<file path="src/rtl/block_match_sched_multi.sv">
// block_match_sched_multi: walks the disparity-block grid of a frame and dispatches blocks to NUM_ENG engines.
// Define BM_SCHED_PERF_EN to report the busy cycles of each frame on perf_cycles (tied to 0 otherwise).
module block_match_sched_multi #(
    parameter int RD_PORT_W  = 8,
    parameter int FRAME_W    = 960,
    parameter int FRAME_H    = 540,
    parameter int BLOCK_SIZE = 16,
    parameter int SEARCH_W   = 64,
    parameter int SEARCH_H   = 32,
    parameter int STRIDE     = 16,
    parameter int NUM_ENG    = 2,
    parameter int BUF_BITS   = 1,
    parameter int ADDR_W     = 16
) (
    input  logic                        clk,
    input  logic                        reset,
    input  logic [3:0]                  img_number_in,
    input  logic [NUM_ENG-1:0]          eng_done,
    output logic [NUM_ENG-1:0]          eng_start,
    output logic [NUM_ENG*ADDR_W-1:0]   srch_addr,
    output logic [NUM_ENG*ADDR_W-1:0]   blk_addr_left,
    output logic [NUM_ENG*ADDR_W-1:0]   blk_addr_right,
    output logic [NUM_ENG*16-1:0]       blk_index,
    output logic                        bm_idle,
    output logic [BUF_BITS-1:0]         bm_working_buf,
    output logic                        frame_done,
    output logic [31:0]                 perf_cycles
);
    localparam int FAW      = FRAME_W / RD_PORT_W;
    localparam int SAW      = STRIDE / RD_PORT_W;
    localparam int BAW      = BLOCK_SIZE / RD_PORT_W;
    localparam int WAW      = SEARCH_W / RD_PORT_W;
    localparam int COLS     = (FRAME_W - SEARCH_W) / STRIDE;
    localparam int ROWS     = (FRAME_H - SEARCH_H) / STRIDE;
    localparam int ROW_STEP = FAW * STRIDE;
    localparam int R_OFF    = FAW * ((SEARCH_H - BLOCK_SIZE) / 2);
    localparam int L_OFF    = R_OFF + WAW - BAW;
    localparam int LW       = ADDR_W - BUF_BITS;
    localparam logic [LW-1:0] ROW_STEP_V = LW'(ROW_STEP);
    localparam logic [LW-1:0] SAW_V      = LW'(SAW);
    localparam logic [LW-1:0] R_OFF_V    = LW'(R_OFF);
    localparam logic [LW-1:0] L_OFF_V    = LW'(L_OFF);

    if (COLS < 1 || COLS > 64 || ROWS < 1 || ROWS > 64 || STRIDE % RD_PORT_W != 0 ||
        NUM_ENG < 1 || NUM_ENG > 8) begin : g_param_err
        $error("block_match_sched_multi: unsupported geometry parameters");
    end

    typedef enum logic [1:0] {IDLE, DISPATCH, DRAIN} state_t;
    state_t state, state_nxt;

    logic [3:0]         img_number;
    logic [5:0]         row, col;
    logic [LW-1:0]      row_base, col_off, base;
    logic [NUM_ENG-1:0] free, grant;
    logic               all_free, last, start_frame, dispatch, fin;

    // eng_start doubles as the per-slot LAUNCH flag; BUSY is simply eng_done low after launch
    assign free      = eng_done & ~eng_start;
    assign grant     = free & (~free + NUM_ENG'(1));
    assign all_free  = &free;
    assign base      = row_base + col_off;
    assign last      = (row == 6'(ROWS - 1)) && (col == 6'(COLS - 1));
    assign bm_idle   = (state == IDLE) && all_free;
    assign bm_working_buf = img_number[BUF_BITS-1:0];

    always_comb begin
        state_nxt   = state;
        start_frame = 1'b0;
        dispatch    = 1'b0;
        fin         = 1'b0;
        case (state)
            IDLE: if (img_number_in != img_number && all_free) begin
                state_nxt   = DISPATCH;
                start_frame = 1'b1;
            end
            DISPATCH: if (|free) begin
                dispatch  = 1'b1;
                state_nxt = last ? DRAIN : DISPATCH;
            end
            DRAIN: if (all_free) begin
                fin       = 1'b1;
                state_nxt = IDLE;
            end
            default: state_nxt = IDLE;
        endcase
    end

    always_ff @(posedge clk) begin
        if (reset) begin
            state          <= IDLE;
            img_number     <= '0;
            row            <= '0;
            col            <= '0;
            row_base       <= '0;
            col_off        <= '0;
            eng_start      <= '0;
            srch_addr      <= '0;
            blk_addr_left  <= '0;
            blk_addr_right <= '0;
            blk_index      <= '0;
            frame_done     <= 1'b0;
        end else begin
            state      <= state_nxt;
            frame_done <= fin;
            if (fin)
                img_number <= img_number + 4'd1;
            if (start_frame) begin
                row      <= '0;
                col      <= '0;
                row_base <= '0;
                col_off  <= '0;
            end else if (dispatch) begin
                if (col == 6'(COLS - 1)) begin
                    col      <= '0;
                    col_off  <= '0;
                    row      <= row + 6'd1;
                    row_base <= row_base + ROW_STEP_V;
                end else begin
                    col     <= col + 6'd1;
                    col_off <= col_off + SAW_V;
                end
            end
            for (int i = 0; i < NUM_ENG; i++) begin
                if (dispatch && grant[i]) begin
                    eng_start[i]                       <= 1'b1;
                    srch_addr[i*ADDR_W +: ADDR_W]      <= {img_number[BUF_BITS-1:0], base};
                    blk_addr_left[i*ADDR_W +: ADDR_W]  <= {img_number[BUF_BITS-1:0], base + L_OFF_V};
                    blk_addr_right[i*ADDR_W +: ADDR_W] <= {img_number[BUF_BITS-1:0], base + R_OFF_V};
                    blk_index[i*16 +: 16]              <= {img_number, row, col};
                end else if (!eng_done[i]) begin
                    eng_start[i] <= 1'b0;
                end
            end
        end
    end

`ifdef BM_SCHED_PERF_EN
    logic [31:0] cnt, cnt_inc;

    assign cnt_inc = &cnt ? cnt : cnt + 32'd1;

    always_ff @(posedge clk) begin
        if (reset) begin
            cnt         <= '0;
            perf_cycles <= '0;
        end else begin
            cnt <= (state == IDLE) ? '0 : cnt_inc;
            if (fin)
                perf_cycles <= cnt_inc;
        end
    end
`else
    assign perf_cycles = '0;
`endif

endmodule

</file>
<file path="config.mk">
export PLATFORM = sky130hd
export DESIGN_NAME = block_match_sched_multi
export DESIGN_NICKNAME = d
export VERILOG_FILES = /design/src/rtl/block_match_sched_multi.sv
export SDC_FILE = /design/constraint.sdc
export NUM_CORES = 1
export LEC_CHECK = 0
export CORE_MARGIN = 2
export CORE_UTILIZATION = 40
export CTS_BUF_LIST = sky130_fd_sc_hd__clkbuf_2 sky130_fd_sc_hd__clkbuf_4 sky130_fd_sc_hd__clkbuf_8
export DETAILED_ROUTE_END_ITERATION = 8
export DONT_BUFFER_PORTS = 1
export PLACE_DENSITY = 0.65
export SYNTH_ARGS = -nofsm -noshare
export SYNTH_HDL_FRONTEND = slang
export SYNTH_SLANG_ARGS = --single-unit
</file>
<file path="constraint.sdc">
create_clock -name clk -period 3.1 [get_ports clk]
set_input_delay 0.775 -clock clk [delete_from_list [all_inputs] [get_ports clk]]
set_output_delay 0.775 -clock clk [all_outputs]
set_load 0.01 [all_outputs]
</file>
==> metrics, run 1 <==
M3 GR Usage roughly 6.7%; DRC viols 0; Root Driver clkbuf_8; Async SR Flop Fraction 0%; FILL cells 1659; setup tns final 0 ps; hold buffer count at CTS 0; Post-CTS Setup Inserts 0; most frequent cell after synthesis nand2_1; clk buf depth 2; vias approximately 5000; synth cell count leaders 164 x nand2_1, 149 x dfxtp_1, 95 x nor2_1, 84 x a21oi_1, 55 x buf_4; Worst Hold Class primary input to flip-flop; critical path launch point row_base[7]; clk sink count 149; crit-path max FO 6; initial drt markers 312; Worst Setup End Kind flip-flop; Cell Chain, Critical Path ha_1 -> fa_1 -> a211oi_2 -> nor2_2 -> o311ai_4 -> nand4_1 -> xnor2_1 -> a22o_2; maxcap violations 0; RSZ-0062 raised after global routing false; Layout Nets roughly 800; worst reg2reg startpoint row_base[7]; Worst Setup EP blk_addr_left[14]; Worst path slowest cell fa_1; Final Setup Violations 0; Max stage delay on crit path between 400 and 500 ps; die area 17500 um2; Synth Flop Type dfxtp_1; share of cells above drive strength 1 8.39%; Power Dens Cells 512 nW/um2; top post-synthesis cells by area dfxtp_1 45%, nand2_1 9.3%, a21oi_1 6.4%; Die Wd between 100 and 150 um; Routed Antenna Nets 0; cts repair resizes 0; outcome complete, no violations; largest net degree at the start of global routing 117; grt met1 use roughly 22%; initial antenna violation count 0; H-tree lvl count 4; area grow syn2layout 5.55%; cell count after synthesis 800; post-route minimum period between 2000 and 3000 ps; gr usage total 17.1%; busiest grt layer met2; crit path kind flip-flop to flip-flop; EDFF count, synth 0; TritonCTS clock tree done; Reg2Reg Depth 8; Max Fclk 0.379 GHz; Placer Congestion a little over 0.8; P_leak 0.00247 uW; max-slew violations 0; ANT cells 0; Final Cell Area roughly 7000 um2; post-DR vias/cell 4.94; skew final ~10 ps; vias in the first global route between 4000 and 5000; Post-Route WL 15.0 mm; IO Port Bufs 0; Critical Path RT approximately 3400 ps; yosys warns 0; global-route wire length before repair around 24 mm; met2 usage in global routing 25.6%; WL/cell 14.9 um; data arrival time of the worst path slightly below 3000 ps; grt total ovfl 0; CTS Buf Count 17; Final Hold Vio Count 0; Synth top area share between 40% and 50%; Die Ht around 130 um; Avg Synthesized Cell Area just over 8 um2; R2R Path End blk_addr_left[14]; HPWL after detailed placement ~11 mm; clk_lat worst skew 450 ps; starting density of the core between 40% and 50%; I/O pin count around 170; Seq/Total Area, Yosys about 45%; fin crit share 85.1%; drt first pass iters 4; Synth cell types between 50 and 60; dpl cell area 6590 um2; hold wc startpoint reset; FP Rows 46; clk slew on worst S/H paths 80 ps; worst slew pin tran ~690 ps; FF-to-FF setup slack around 460 ps; flops & latches, synth 149; startpoint class of the critical path flip-flop; VDD IR max between 300 and 400 uV; largest area contributor in the netlist dfxtp_1; synthesized area 6600 um2; Slew HR 53.9%; Core Area roughly 16000 um2
routing by layer:
| metal | share of wire, % | vias up |
|---|---|---|
| li1 | - | 2511 |
| met1 | 45 | 2288 |
| met2 | 46 | 145 |
| met3 | 8.3 | 13 |
| met4 | 1.1 | 0 |
| met5 | 0 | - |
placed cells by master, fill, tap and decap left out, types with 2 or more instances in the layout:
| cell type | synthesis | final |
|---|---|---|
| a211oi_1 | 33 | 33 |
| a21oi_1 | 84 | 84 |
| a22o_1 | 2 | 2 |
| a22o_2 | 2 | 2 |
| a22oi_1 | 2 | 2 |
| and2b_1 | 2 | 2 |
| and3_1 | 2 | 2 |
| buf_4 | 55 | 17 |
| clkbuf_8 | 0 | 20 |
| clkinv_2 | 0 | 4 |
| clkinvlp_4 | 0 | 3 |
| conb_1 | 1 | 38 |
| dfxtp_1 | 149 | 149 |
| ha_1 | 15 | 15 |
| inv_1 | 11 | 11 |
| inv_6 | 0 | 2 |
| nand2_1 | 164 | 164 |
| nand2b_1 | 4 | 4 |
| nand3_1 | 14 | 13 |
| nand4_1 | 13 | 13 |
| nand4b_1 | 2 | 2 |
| nor2_1 | 95 | 94 |
| nor2_2 | 2 | 2 |
| nor2b_1 | 2 | 2 |
| nor3_1 | 9 | 9 |
| nor3b_1 | 3 | 3 |
| nor4_1 | 2 | 2 |
| o21a_1 | 2 | 2 |
| o21ai_0 | 7 | 7 |
| or3_1 | 3 | 3 |
| xnor2_1 | 29 | 29 |
| xor2_1 | 26 | 26 |
worst min path at each step:
stage	depth (start not counted)	slack, ps	to
floorplan	2	460	blk_index[21]
global placement	2	490	blk_addr_right[10]
detailed placement	2	490	blk_index[17]
CTS	1	360	blk_index[1]
global route	1	350	blk_index[17]
finish	1	380	blk_index[1]
critical path: cells and delay by family (launching register included):
kind,cells,cell delay [ps]
simple gates,2,300
xor+xnor,1,180
flops,1,360
compound gates,3,970
fa+ha+maj,2,710
layout make-up:
type	instances	area, um2	area share (%)
multi-input cells	577	3140	45.1
clock buffers	21	283	4.06
well taps	216	270	3.88
inverters	11	41.3	0.593
flip-flops and latches	149	2980	42.8
repair buffers	18	148	2.12
clock inverters	11	98.8	1.42
report_power, final:
part	internal, uW	switching, uW	total [uW]
sequential	1940	36.0	1980
combinational	45.3	107	152
clock	707	735	1440
total	2690	878	3570
kinds of logic after synthesis:
logic type,after synthesis,share of synthesized area [%]
AND/OR/NAND/NOR,325,21.2
flip-flops,149,45.2
AO/OA/AOI/OAI,142,13.3
buffers and inverters,111,9.57
XOR/XNOR,56,7.54
adder cells (fa/ha/maj),16,3.15
other,1,0.0568
state kept, by name, indices dropped and copies added, names as in the netlist:
| signal | cells |
|---|---|
| blk_addr_left | 28 |
| row_base | 8 |
| col_off | 14 |
| img_number | 4 |
| state | 2 |
| srch_addr | 28 |
| eng_start | 2 |
| blk_index | 32 |
| col | 6 |
| row | 6 |
| frame_done | 1 |
| blk_addr_right | 18 |
metrics by stage:
step | power, uW | setup slack (ps) | cells | hold WS [ps] | util, %
floorplan | 2180 | 680 | 837 | 463 | -
finish | 3570 | 461 | 1003 | 377 | 43.5
global route | 3710 | 330 | 1003 | 348 | 43.5
global placement | 2170 | 556 | 971 | 486 | 41.2
detailed placement | 2170 | 498 | 971 | 489 | 41.2
CTS | 3610 | 479 | 1003 | 358 | 43.5
Note: power is estimated with default switching activity, not from simulation.
==> inputs of run 2 (changes only) <==
Settings changed: SLEW_MARGIN set to 30.
==> results of run 2 <==
Same layout as run 1: the final DEF is identical, and so are final timing and power.
